File: config.mk
export PLATFORM = sky130hd
export DESIGN_NAME = simon_round_ctrl
export DESIGN_NICKNAME = d
export VERILOG_FILES = /design/src/rtl/simon_round_ctrl.sv
export SDC_FILE = /design/constraint.sdc
export NUM_CORES = 1
export LEC_CHECK = 0
export CAP_MARGIN = 5
export CORE_ASPECT_RATIO = 0.9
export CORE_UTILIZATION = 39
export CTS_CLUSTER_SIZE = 14
export DETAILED_ROUTE_END_ITERATION = 10
export GPL_TIMING_DRIVEN = 0
export PLACE_DENSITY = 0.63
export RECOVER_POWER = 25
export SYNTH_ARGS = -nofsm -noshare
export SYNTH_HDL_FRONTEND = slang
export SYNTH_SLANG_ARGS = --single-unit
File: constraint.sdc
create_clock -name clk_simon_cfg -period 2.6 [get_ports clk_simon_cfg]
set_clock_uncertainty 0.05 [all_clocks]
set_input_delay 0.39 -clock clk_simon_cfg [delete_from_list [all_inputs] [get_ports clk_simon_cfg]]
set_output_delay 0.39 -clock clk_simon_cfg [all_outputs]
set_load 0.05 [all_outputs]
File: src/rtl/simon_round_ctrl.sv
// Control-only sequencer for the Simon datapath: key expansion, round stepping and result hold.
// Defining SIMON_DECRYPT_EN adds the blk_decrypt port and descending round order for decrypt blocks.
module simon_round_ctrl #(
  parameter int ROUNDS = 44,
  parameter int RIDX_W = 7,
  parameter logic [61:0] Z_SEQ =
    62'b11_1100001011_0011100101_0001001000_0001111010_0110001101_0111011011
) (
  input  logic              clk_simon_cfg,
  input  logic              rst_simon_cfg,
  input  logic              key_valid,
  output logic              key_ready,
  input  logic              blk_in_valid,
  output logic              blk_in_ready,
  output logic              blk_out_valid,
  input  logic              blk_out_ready,
`ifdef SIMON_DECRYPT_EN
  input  logic              blk_decrypt,
`endif
  output logic              dp_key_load,
  output logic              dp_ks_en,
  output logic              dp_blk_load,
  output logic              dp_round_en,
  output logic [RIDX_W-1:0] dp_round_idx,
  output logic              dp_z_bit,
  output logic              key_loaded,
  output logic              busy
);

  typedef enum logic [2:0] {NOKEY, KEXP, READY, RUN, DONE} state_t;

  localparam logic [RIDX_W-1:0] IDX_LAST     = RIDX_W'(ROUNDS - 1);
  localparam logic [RIDX_W-1:0] IDX_KS_FIRST = RIDX_W'(4);

  state_t            state, state_nxt;
  logic [RIDX_W-1:0] ridx, ridx_nxt;
  logic [5:0]        z_ptr, z_ptr_nxt;
  logic              dec, dec_nxt;
  logic              blk_dec_req;

`ifdef SIMON_DECRYPT_EN
  assign blk_dec_req = blk_decrypt;
`else
  assign blk_dec_req = 1'b0;
`endif

  always_ff @(posedge clk_simon_cfg) begin
    if (rst_simon_cfg) begin
      state <= NOKEY;
      ridx  <= '0;
      z_ptr <= '0;
      dec   <= 1'b0;
    end else begin
      state <= state_nxt;
      ridx  <= ridx_nxt;
      z_ptr <= z_ptr_nxt;
      dec   <= dec_nxt;
    end
  end

  // A key offered in READY wins over a block offered in the same cycle.
  always_comb begin
    state_nxt     = state;
    ridx_nxt      = ridx;
    z_ptr_nxt     = z_ptr;
    dec_nxt       = dec;
    key_ready     = (state == NOKEY) || (state == READY);
    blk_in_ready  = (state == READY) && !key_valid;
    blk_out_valid = (state == DONE);
    dp_key_load   = key_valid && key_ready;
    dp_blk_load   = blk_in_valid && blk_in_ready;
    dp_ks_en      = 1'b0;
    dp_round_en   = 1'b0;
    dp_round_idx  = '0;
    dp_z_bit      = 1'b0;
    key_loaded    = (state == READY) || (state == RUN) || (state == DONE);
    busy          = (state == KEXP) || (state == RUN) || (state == DONE);

    case (state)
      NOKEY, READY: begin
        if (dp_key_load) begin
          state_nxt = KEXP;
          ridx_nxt  = IDX_KS_FIRST;
          z_ptr_nxt = '0;
        end else if (dp_blk_load) begin
          state_nxt = RUN;
          dec_nxt   = blk_dec_req;
          ridx_nxt  = blk_dec_req ? IDX_LAST : '0;
        end
      end
      KEXP: begin
        dp_ks_en     = 1'b1;
        dp_round_idx = ridx;
        dp_z_bit     = Z_SEQ[z_ptr];
        z_ptr_nxt    = (z_ptr == 6'd61) ? 6'd0 : z_ptr + 6'd1;
        if (ridx == IDX_LAST) begin
          state_nxt = READY;
          ridx_nxt  = '0;
        end else begin
          ridx_nxt = ridx + RIDX_W'(1);
        end
      end
      RUN: begin
        dp_round_en  = 1'b1;
        dp_round_idx = ridx;
        // Terminal test precedes the step so the index never wraps.
        if (dec ? (ridx == '0) : (ridx == IDX_LAST)) begin
          state_nxt = DONE;
          ridx_nxt  = '0;
        end else begin
          ridx_nxt = dec ? ridx - RIDX_W'(1) : ridx + RIDX_W'(1);
        end
      end
      DONE: begin
        if (blk_out_ready) state_nxt = READY;
      end
      default: state_nxt = NOKEY;
    endcase
  end

endmodule

==> reports/metrics.yaml, run 1 <==
status: "finished, final reports clean"
endpoint_kind: "output pin"
slew_headroom_pct: 56.6
period_share_pct: 96.0
cap_viol_max_count: 0
drtIter0Drc: 47
antenna_cells: 0
tns_ns: 0
cts_sinks: 17
power.internal_w: 0.000405
finalMaxSlewViolations: 0
crit_required_ns: 2.16
synth_fp_nets: 162
clock.fmax_mhz: 401
total_power_w: 0.000629
nets: 192
switching_share_pct: 35.6
crit_type: "register to output pin"
num_rows: 18
hold_viol_final: 0
pwr-share-comb_pct: 32.7
synth-edff-count: 0
vdd_drop_max_mv: 0.253
grt_max_degree: 11
fin_crit_ns: 2.50
cp.arrival_ns: 2.06
p_clk_share_pct: 22.3
num_vias: 1200
cts-buffers-inserted: 3
critical_path.slowest_cell: "clkdlybuf4s15_1"
gr-total-overflow: 0
critPathMaxStageDelay_ns: 0.49
synth_top_area_share_pct: 28.5
dieArea_um2: 3290
die_w_um: 60.3
yosys.cell_types.count: 47
dpl.hpwl_mm: 2.16
power.density_nw_per_um2: 419
drt_first_pass_iters: 5
crit_path_max_fanout: 10
netlist_instances: 152
h-tree-depth: 1
io_pins: 22
dp_cells: 212
stdcell_count: 221
cp-start-kind: "register"
drive_above_1_share_pct: 13.3
critPathBufInv: 4
dieHeight_um: 54.5
clk_latency_ns: 0.29
drc: 0
worst_pin_slew_ns: 0.644
syn_area_um2: 1190
clk_pin_slew_worst_paths_ns: 0.10
synth_warnings: 0
crit_chain: "buf_6 -> buf_4 -> nor2b_1 -> clkbuf_1 -> and3_1 -> clkdlybuf4s15_1"
whs_ns: 0.465
drt-total-wl_mm: 2.87
synth_area_per_cell_um2: 7.86
synth_top_area_cell: "dfxtp_1"
synth_flop_cell: "dfxtp_1"
grt_pass1_vias: 1060
hp-class: "register to register"
globalplace.congestion: 0.807
antenna_found_initial: 0
grt_use_total_pct: 18.9
drtAntennaViolNets: 0
layout-area-overhead-vs-synth_pct: 25.5
start_util_pct: 42.1
grt_first_pass_wirelength_mm: 4.66
io_buffers: 20
async_flop_share_pct: 0
cts_max_path_buffers: 2
avgRoutedWirePerCell_um: 13.0
fp.coreArea_um2: 2840
p_leak_nw: 0.655
cts_root_buf: "clkbuf_4"
critical-path-top-delay-family: "buffers and inverters"
ys_ff_latch: 17
ys_top_cells_by_count: "dfxtp_1, nor2_1, inv_1"
sequentialPowerShare_pct: 45.0
yosysSeqAreaShare_pct: 28.5
net-switching-power_w: 0.000224
setup_violations: 0
cts_tree: "built"
synth_area_leaders: "dfxtp_1, nor2_1, ha_1, and2_1, nand3_1"
viasPerCell: 5.43
==> placed cells by master, fill, tap and decap left out, types with 3 or more instances in the layout <==
cell and instances:
nor2_1 17, dfxtp_1 15, inv_1 11, dlygate4sd2_1 11, nand2_1 10, nand3_1 9
a21oi_1 9, o21ai_0 8, clkdlybuf4s50_1 8, and2_1 7, buf_4 6, ha_1 5
clkbuf_1 4, nand2b_1 4, and3_1 4, nor3_1 3, clkbuf_4 3
==> per-layer routing <==
| metal | part of all wire, % | track usage (%) |
|---|---|---|
| met1 | 53 | 26.7 |
| met2 | 42 | 28.6 |
| met3 | 4.3 | 4.49 |
| met4 | 0.35 | 5.04 |
| met5 | 0 | 0 |
==> final cells by class <==
class | instances | area, µm²
clock buffer | 4 | 26.3
buffer | 4 | 22.5
inverter | 12 | 45.0
fill | 298 | 1340
timing repair buffer | 26 | 231
sequential | 17 | 343
multi-input combinational | 118 | 782
tap | 40 | 50.0
==> registers in the layout, indices dropped and copies added (netlist names), named ones only <==
register,cells
z_ptr,6
state,3
ridx,7
==> through the flow <==
step / utilization, % / instance area, µm² / worst slack (ns)
2_1_floorplan: - / 1200 / 0.153
3_3_place_gp: 51.1 / 1450 / -0.114
3_5_place_dp: 51.1 / 1450 / -0.153
4_1_cts: 52.1 / 1480 / 0.0182
5_1_grt: 52.9 / 1500 / -0.00131
6_report: 52.9 / 1500 / 0.104
==> final timing paths <==
path / slack [ns] / cells after the start / from / to
max: 0.10 / 6 / state[0] / dp_z_bit
min: 0.46 / 1 / ridx[6] / ridx[6]
max reg2reg: 0.19 / 10 / state[0] / register
min reg2reg: 0.46 / 1 / ridx[6] / ridx[6]
==> what timing repair did <==
action,CTS,global route
resized for setup,13,5
pin swaps,1,5
buffers inserted,2,4
hold buffers,0,0
endpoints found under the setup margin,13,2
==> power groups by stage <==
stage	logic, W	clock network (W)	registers (W)
floorplan	0.000145	0	0.000285
CTS	0.000199	0.000150	0.000282
global placement	0.000197	0	0.000288
finish	0.000205	0.000141	0.000283
detailed placement	0.000199	0	0.000288
global route	0.000222	0.000162	0.000285
==> cells by family after synthesis <==
logic type                 Yosys count  share of synthesized area (%)
adders and majority gates            5                           5.24
buffers and inverters               17                           6.60
AOI/OAI and AO/OA                   44                           28.8
DFF                                 17                           28.5
and+or+nand+nor                     69                           30.9
No activity file was read; power rests on OpenSTA's default activity.
==> run 2: changes to the inputs <==
--- a/config.mk
+++ b/config.mk
@@ -11,7 +11,6 @@
 export CTS_CLUSTER_SIZE = 14
 export DETAILED_ROUTE_END_ITERATION = 10
 export GPL_TIMING_DRIVEN = 0
-export PLACE_DENSITY = 0.63
 export RECOVER_POWER = 25
 export SYNTH_ARGS = -nofsm -noshare
 export SYNTH_HDL_FRONTEND = slang
==> constraint.sdc (replaced) <==
create_clock -name clk_simon_cfg -period 2.6 [get_ports clk_simon_cfg]
set_clock_uncertainty 0.05 [all_clocks]
set_input_delay 0.39 -clock clk_simon_cfg [delete_from_list [all_inputs] [get_ports clk_simon_cfg]]
set_output_delay 0.39 -clock clk_simon_cfg [all_outputs]
set_load 0.01 [all_outputs]
==> reports/metrics.yaml, run 2 (same netlist as run 1, synthesis figures left out) <==
critPathMaxStageDelay_ns: 0.62  # +0.13 ns
grt_max_degree: 11  # unchanged
antenna_found_initial: 0  # unchanged
num_rows: 18  # unchanged
dieHeight_um: 54.5  # unchanged
drt_first_pass_iters: 4  # -1
endpoint_kind: "register"
fin_crit_ns: 2.48  # -0.0112 ns
drt-total-wl_mm: 2.95  # +2.9%
reg_top3: "ridx x7, z_ptr x6, state x3"
clock.fmax_mhz: 402  # +0.45%
regArea_um2: 342  # -0.36%
cap_viol_max_count: 0  # unchanged
hp-class: "register to register"
stdcell_area_um2: 1510  # +0.67%
crit_type: "input port to register"
cp-start-kind: "input port"
tns_ns: 0  # unchanged
die_w_um: 60.3  # unchanged
nets: 192  # unchanged
hold_viol_final: 0  # unchanged
layout_common_cells: "clkdlybuf4s50_1, nor2_1, dfxtp_1"
cts_max_path_buffers: 2  # unchanged
power.density_nw_per_um2: 394  # -6.0%
crit_required_ns: 2.73  # +0.57 ns
gr-total-overflow: 0  # unchanged
cts_root_buf: "clkbuf_4"
finalMaxSlewViolations: 0  # unchanged
drive_above_1_share_pct: 11.6  # -1.7 points
period_share_pct: 95.6  # -0.43 points
grt_pass1_vias: 1059  # -0.094%
crit_path_max_fanout: 7  # -3
cp.arrival_ns: 2.62  # +0.56 ns
drtIter0Drc: 94  # +100%
p_leak_nw: 0.602  # -8.1%
dieArea_um2: 3290  # unchanged
io_pins: 22  # unchanged
top_register: "ridx"
largest_reg_flops: 7  # unchanged
layout_commonest_cell: "clkdlybuf4s50_1"
viasPerCell: 5.46  # +0.50%
clk_latency_ns: 0.29  # about the same
critical-path-top-delay-family: "compound AO/OA/AOI/OAI gates"
dpl.hpwl_mm: 2.18  # +1.1%
cts_sinks: 17  # unchanged
ctsHoldBuffers: 0  # unchanged
crit_chain: "clkdlybuf4s50_1 -> nand2b_1 -> a21o_1 -> a221oi_1 -> and4_2 -> a21oi_1 -> o21ai_0 -> a211oi_2"
avgRoutedWirePerCell_um: 13.3  # +2.9%
setup_violations: 0  # unchanged
fp.coreArea_um2: 2840  # unchanged
layout-area-overhead-vs-synth_pct: 26.4
h-tree-depth: 1  # unchanged
post_dp_cell_area_um2: 1450  # -0.34%
total_power_w: 0.000595  # -5.3%
cts_tree: "built"
slew_headroom_pct: 58.4  # +1.8 points
multi_input_area_um2: 774  # -0.96%
start_util_pct: 42.1  # unchanged
vdd_drop_max_mv: 0.242  # -4.6%
utilization_pct: 53.2  # +0.35 points
drtAntennaViolNets: 0  # unchanged
globalplace.congestion: 0.877  # +8.7%
drc: 0  # unchanged
cts-buffers-inserted: 3  # unchanged
whs_ns: 0.467  # +0.00200 ns
grt_use_total_pct: 19.9  # +0.95 points
rsz0062_at_grt: "no"
critical_path.slowest_cell: "a221oi_1"
io_buffers: 20  # unchanged
grt_first_pass_wirelength_mm: 4.92  # +5.6%
nFillCells: 317  # +6.4%
status: "finished, final reports clean"
clk_pin_slew_worst_paths_ns: 0.11  # about the same
num_vias: 1206  # +0.50%
antenna_cells: 0  # unchanged
worst_pin_slew_ns: 0.625  # -0.0196 ns
critPathBufInv: 1  # -3
==> run 2: per-stage QoR <==
step	instances	setup slack, ns
after floorplan	152	0.157
after global placement	212	-0.134
after detailed placement	212	-0.126
after CTS	218	0.0262
after global routing	221	0.0115
final	221	0.116
==> run 2: repair_timing <==
action	in CTS	in global routing
pin swaps	1	5
buffers inserted	2	3
resized for setup	0	2
endpoints found under the setup margin	1	2
==> run 2: per-layer routing <==
layer	track usage, %	vias up	part of all wire [%]
met5	0	-	0
met4	5.04	0	0.95
met3	4.02	4	2.8
met2	28.2	20	40
met1	30.1	564	56
li1	-	618	-
==> run 2: final timing paths <==
path | from | endpoint | slack, ns | cells past startpoint
worst min-delay path | ridx[6] | ridx[6] | 0.47 | 1
worst min register to register | ridx[6] | ridx[6] | 0.47 | 1
worst max-delay path | key_valid | register | 0.12 | 8
worst max register to register | z_ptr[3] | register | 0.13 | 7
==> run 2: layout make-up <==
class | count | area share (%)
inverters | 12 | 2.98
multi-input cells | 118 | 51.3
well taps | 40 | 3.31
flip-flops and latches | 17 | 22.6
repair buffers | 25 | 15.7
plain buffers | 5 | 2.24
clock inverters | 1 | 0.331
clock buffers | 3 | 1.49
==> run 2: power by group <==
| group | switching [W] | internal [W] | total (W) |
|---|---|---|---|
| Combinational | 0.0000872 | 0.0000810 | 0.000168 |
| Clock | 0.0000870 | 0.0000571 | 0.000144 |
| Sequential | 0.0000120 | 0.000271 | 0.000283 |
| Total | 0.000186 | 0.000409 | 0.000595 |
